File: src/rtl/rca_wb_sequencer.sv
// Writeback sequencer: queues RCA completion groups and drains them one word
// per granted cycle onto the shared register-file write port, then retires each group.
module rca_wb_sequencer #(
  parameter int XLEN            = 32,
  parameter int NUM_WRITE_PORTS = 2,
  parameter int ID_W            = 3,
  parameter int DEPTH           = 4
) (
  input  logic                            clk,
  input  logic                            rst,
  input  logic                            wb_done,
  input  logic [ID_W-1:0]                 wb_id,
  input  logic [NUM_WRITE_PORTS*XLEN-1:0] wb_rd,
  input  logic [NUM_WRITE_PORTS*5-1:0]    wb_rd_addr,
  input  logic [NUM_WRITE_PORTS-1:0]      wb_port_valid,
  output logic                            wb_ready,
  output logic                            rf_we,
  output logic [4:0]                      rf_waddr,
  output logic [XLEN-1:0]                 rf_wdata,
  input  logic                            rf_grant,
  output logic                            retire_valid,
  output logic [ID_W-1:0]                 retire_id,
  output logic [$clog2(DEPTH+1)-1:0]      occupancy,
  output logic                            overflow_err
);

  // state | meaning
  // IDLE  | FIFO empty, nothing to write
  // SCAN  | head group draining from port index p upward

  localparam int AW = $clog2(DEPTH);
  localparam int OW = $clog2(DEPTH+1);
  localparam int PW = (NUM_WRITE_PORTS > 1) ? $clog2(NUM_WRITE_PORTS) : 1;

  typedef enum logic {IDLE, SCAN} state_t;

  state_t state, state_n;
  logic [PW-1:0] p, p_n;
  logic [AW:0]   wr_ptr, rd_ptr, wr_n, rd_n;
  logic          push, pop, full_n;

  logic [ID_W-1:0]                 id_mem   [DEPTH];
  logic [NUM_WRITE_PORTS*XLEN-1:0] data_mem [DEPTH];
  logic [NUM_WRITE_PORTS*5-1:0]    addr_mem [DEPTH];
  logic [NUM_WRITE_PORTS-1:0]      vld_mem  [DEPTH];

  logic [ID_W-1:0]                 head_id;
  logic [NUM_WRITE_PORTS*XLEN-1:0] head_data;
  logic [NUM_WRITE_PORTS*5-1:0]    head_addr;
  logic [NUM_WRITE_PORTS-1:0]      head_vld;
  logic [NUM_WRITE_PORTS-1:0]      push_vld;

  logic            found, more;
  int              qi;
  logic [4:0]      sel_addr;
  logic [XLEN-1:0] sel_data;

  assign push      = wb_done && wb_ready;
  assign head_id   = id_mem[rd_ptr[AW-1:0]];
  assign head_data = data_mem[rd_ptr[AW-1:0]];
  assign head_addr = addr_mem[rd_ptr[AW-1:0]];
  assign head_vld  = vld_mem[rd_ptr[AW-1:0]];
  assign occupancy = OW'(wr_ptr - rd_ptr);

  // Writes to x0 are discarded at push so the drain never spends a grant on them.
  always_comb begin
    push_vld = '0;
    for (int i = 0; i < NUM_WRITE_PORTS; i++)
      push_vld[i] = wb_port_valid[i] && (wb_rd_addr[i*5 +: 5] != 5'd0);
  end

  always_comb begin
    state_n      = state;
    p_n          = p;
    pop          = 1'b0;
    found        = 1'b0;
    more         = 1'b0;
    qi           = 0;
    sel_addr     = '0;
    sel_data     = '0;
    rf_we        = 1'b0;
    rf_waddr     = '0;
    rf_wdata     = '0;
    retire_valid = 1'b0;
    retire_id    = '0;

    for (int i = 0; i < NUM_WRITE_PORTS; i++) begin
      if (!found && (i >= int'(p)) && head_vld[i]) begin
        found    = 1'b1;
        qi       = i;
        sel_addr = head_addr[i*5 +: 5];
        sel_data = head_data[i*XLEN +: XLEN];
      end
    end
    for (int i = 0; i < NUM_WRITE_PORTS; i++)
      if (found && (i > qi) && head_vld[i]) more = 1'b1;

    case (state)
      IDLE: if (push) state_n = SCAN;
      SCAN: begin
        if (found) begin
          rf_we    = 1'b1;
          rf_waddr = sel_addr;
          rf_wdata = sel_data;
          if (rf_grant) begin
            if (more) p_n = PW'(qi + 1);
            else      pop = 1'b1;
          end
        end else begin
          pop = 1'b1;
        end
        if (pop) begin
          retire_valid = 1'b1;
          retire_id    = head_id;
          p_n          = '0;
        end
        // Staying in SCAN across a pop gives back-to-back groups with no bubble.
        if (pop && !push && (occupancy == OW'(1))) state_n = IDLE;
      end
      default: state_n = IDLE;
    endcase
  end

  assign wr_n   = wr_ptr + (AW+1)'(push);
  assign rd_n   = rd_ptr + (AW+1)'(pop);
  assign full_n = (wr_n[AW] != rd_n[AW]) && (wr_n[AW-1:0] == rd_n[AW-1:0]);

  always_ff @(posedge clk or posedge rst) begin
    if (rst) begin
      state        <= IDLE;
      p            <= '0;
      wr_ptr       <= '0;
      rd_ptr       <= '0;
      wb_ready     <= 1'b1;
      overflow_err <= 1'b0;
    end else begin
      state    <= state_n;
      p        <= p_n;
      wr_ptr   <= wr_n;
      rd_ptr   <= rd_n;
      wb_ready <= !full_n;
      if (wb_done && !wb_ready) overflow_err <= 1'b1;
    end
  end

  always_ff @(posedge clk) begin
    if (push) begin
      id_mem[wr_ptr[AW-1:0]]   <= wb_id;
      data_mem[wr_ptr[AW-1:0]] <= wb_rd;
      addr_mem[wr_ptr[AW-1:0]] <= wb_rd_addr;
      vld_mem[wr_ptr[AW-1:0]]  <= push_vld;
    end
  end

endmodule

File: config.mk
export PLATFORM = sky130hd
export DESIGN_NAME = rca_wb_sequencer
export DESIGN_NICKNAME = d
export VERILOG_FILES = /design/src/rtl/rca_wb_sequencer.sv
export SDC_FILE = /design/constraint.sdc
export NUM_CORES = 1
export LEC_CHECK = 0
export CAP_MARGIN = 20
export CORE_UTILIZATION = 30
export CTS_BUF_LIST = sky130_fd_sc_hd__clkbuf_8
export CTS_CLUSTER_DIAMETER = 40
export DETAILED_ROUTE_END_ITERATION = 6
export GPL_ROUTABILITY_DRIVEN = 0
export SLEW_MARGIN = 30
export SYNTH_ARGS = -nofsm -noshare
export SYNTH_HDL_FRONTEND = slang
export SYNTH_SLANG_ARGS = --single-unit
File: constraint.sdc
create_clock -name clk -period 7.75 [get_ports clk]
set_clock_uncertainty 0.2 [all_clocks]
set_input_delay 1.55 -clock clk [delete_from_list [all_inputs] [get_ports clk]]
set_output_delay 1.55 -clock clk [all_outputs]
set_load 0.01 [all_outputs]
==> impl_metrics.json <==
{
  "n_fill_cell": 3779,
  "crit-reg2reg-launch": "rd_ptr[1]$_DFF_PP0_",
  "startpoint_type": "flop",
  "layout_common_cells": "316 x edfxtp_1, 129 x clkdlybuf4s50_1, 78 x mux4_2",
  "violations": "design-rule violations",
  "ys_seq_area_share_pct": 77.6,
  "die_area_sq_um": 42600,
  "fmax_mhz": 181,
  "clk_pin_slew_ns": 0.07,
  "syn_area_per_cell_sq_um": 21.7,
  "fp.dieH_um": 207,
  "grt_pass1_vias": 6663,
  "synthCells": 579,
  "nets": 833,
  "antenna_found_initial": 0,
  "multi_input_area_sq_um": 2650,
  "cts_tree": "yes",
  "final_common_cell": "edfxtp_1",
  "leakagePower_nw": 5.01,
  "cts_setup_buffers": 0,
  "start_util_pct": 30.6,
  "synth_area_leaders": "edfxtp_1 76%, mux4_2 14%, dfrtp_1 1.8%",
  "pwr-share-comb_pct": 37.3,
  "first_pass_iters": 7,
  "io_buffers": 129,
  "setup_viol": 0,
  "reg2reg_slack_ns": 3.99,
  "ys_ff_latch": 326,
  "vias_per_cell": 4.67,
  "htreeDepth": 2,
  "critPathCapture": "rf_waddr[3]",
  "grtUsageTotal_pct": 13.2,
  "fin_cells": 1318,
  "drv_slew": 0,
  "drc": 20,
  "holdBufCountCts": 0,
  "cts_max_path_buffers": 3,
  "p_int_mw": 4.15,
  "core_sq_um": 41000,
  "pre_cts_slack_ns": 2.61,
  "r2r-end": "wb_ready$_DFF_PP1_",
  "power_frac_seq_pct": 40.2,
  "crit_type": "reg -> out",
  "power_density_nw_per_um2": 397,
  "crit_path_max_fanout": 29,
  "end_kind": "output pin",
  "post-dp-hpwl_um": 15900,
  "crit_arrival_ns": 3.76,
  "worst_slack_ns": 2.24,
  "peakVddDrop_mv": 0.277,
  "ant_nets": 0,
  "rr_worst_depth": 9,
  "p_clk_share_pct": 22.5,
  "cp_data_required_time_ns": 6.00,
  "relSlewSlack_pct": 38.5,
  "area_delta_synth_final_pct": 23.2,
  "netlist.area_leader.share_pct": 75.6,
  "outcome": "finished, violations left",
  "ys_warn_count": 0,
  "die_w_um": 207,
  "cts.sinks": 326,
  "drt_iter0_drc": 421,
  "synth_largest_area_cell": "edfxtp_1",
  "fin_crit_sh_pct": 71.1,
  "rows": 74,
  "drive_above_1_share_pct": 21.2,
  "cts_made_buffers": 53,
  "dp_cells": 1221,
  "fin_util_pct": 37.7,
  "routedWlPerCell_um": 20.9,
  "rsz0062_at_grt": "no",
  "grt_pass1_wl_um": 41100,
  "hold_slack_ns": 0.288,
  "crit_start": "rd_ptr[0]$_DFF_PP0_",
  "grt_max_degree": 53,
  "insertion_delay_ns": 0.58,
  "ioPinCount": 130,
  "grt-ovfl-total": 0,
  "hp-class": "reg -> reg",
  "vias": 6160,
  "drt-total-wl_um": 27600,
  "switchingPower_mw": 1.99,
  "cap_violations": 0,
  "sw_frac_of_total_pct": 32.4,
  "ys_types": 39,
  "synth_area_sq_um": 12500,
  "regArea_sq_um": 9750,
  "cts_resized": 0,
  "worst_slew_pin_slew_ns": 0.923,
  "syn-num-nets": 668,
  "fin_crit_ns": 5.51,
  "clock_tree.root_cell": "clkbuf_8",
  "hold_viol": 0
}
critical path: stages, from the launching register on:
cell	delay, ns
dfrtp_4	0.79
mux4_2	0.88
o21ai_4	0.75
a21oi_1	0.19
clkdlybuf4s50_1	0.54
kinds of logic after synthesis:
kind of cell,Yosys count,synth area share [%]
AO/OA/AOI/OAI,47,2.68
XOR/XNOR,7,0.489
buffers and inverters,40,1.74
flip-flops,326,77.6
multiplexers,80,14.2
adder cells (fa/ha/maj),7,0.738
AND/OR/NAND/NOR,72,2.56
per-layer routing:
layer / global-route usage, % / share of wire (%) / routed length [um]
met5: 0 / 0 / 0
met4: 3.89 / 1.9 / 518
met3: 2.87 / 5.7 / 1560
met2: 21.9 / 49 / 13500
met1: 17.3 / 43 / 12000
registers in the layout (all words and copies together), names as in the netlist:
register,cells
data_mem,256
addr_mem,40
id_mem,12
vld_mem,8
rd_ptr,3
wr_ptr,3
overflow_err,1
p,1
state,1
wb_ready,1
how the worst min path moves through the flow:
stage / start / endpoint / slack, ns / depth (start not counted)
global route: overflow_err$_DFFE_PP0P_ / overflow_err$_DFFE_PP0P_ / 0.32 / 1
finish: overflow_err$_DFFE_PP0P_ / overflow_err$_DFFE_PP0P_ / 0.29 / 1
detailed placement: overflow_err$_DFFE_PP0P_ / overflow_err$_DFFE_PP0P_ / 0.27 / 1
floorplan: p$_DFFE_PP0P_ / p$_DFFE_PP0P_ / 0.26 / 1
global placement: overflow_err$_DFFE_PP0P_ / overflow_err$_DFFE_PP0P_ / 0.27 / 1
CTS: overflow_err$_DFFE_PP0P_ / overflow_err$_DFFE_PP0P_ / 0.29 / 1
Yosys cell counts:
cell type / number
a21boi_0: 7
a21boi_1: 9
a21o_1: 1
a21oi_1: 1
a2bb2oi_1: 1
and2_1: 1
and3_1: 3
buf_2: 12
buf_4: 6
buf_6: 4
clkbuf_1: 9
dfrtp_1: 9
dfstp_2: 1
edfxtp_1: 316
fa_1: 1
ha_1: 5
inv_1: 9
maj3_1: 1
mux2i_1: 2
mux4_2: 78
nand2_1: 21
nand2b_1: 1
nand3_1: 17
nor2_1: 22
nor3_1: 2
nor4_1: 1
o21a_1: 2
o21ai_0: 1
o21ai_1: 1
o221ai_2: 1
o22a_1: 1
o22ai_1: 20
o22ai_2: 1
o2bb2ai_1: 1
or2_1: 1
or3_1: 1
or4_1: 2
xnor2_1: 3
xor2_1: 4
power groups by stage:
stage,logic (mW),registers [mW],clock network [mW]
after global placement,2.33,2.50,0
after global routing,2.50,2.51,1.50
after detailed placement,2.34,2.51,0
final,2.29,2.47,1.38
after CTS,2.35,2.48,1.42
after floorplan,1.42,2.44,0
through the flow:
| stage | total power [mW] | setup TNS [ns] | area [sq um] |
|---|---|---|---|
| 3_3_place_gp | 4.83 | 0 | 14500 |
| 3_5_place_dp | 4.86 | 0 | 14500 |
| 2_1_floorplan | 3.86 | -5.49 | 12500 |
| 4_1_cts | 6.26 | 0 | 15400 |
| 6_report | 6.14 | 0 | 15500 |
| 5_1_grt | 6.50 | 0 | 15500 |
area by class of cell:
cell class	instances	share of cell area, %
clock buffers	55	4.90
inverters	9	0.218
flip-flops and latches	326	63.1
well taps	532	4.31
clock inverters	40	1.45
diodes	2	0.0324
repair buffers	141	8.93
multi-input cells	213	17.1
(Power assumes the default switching activity.)
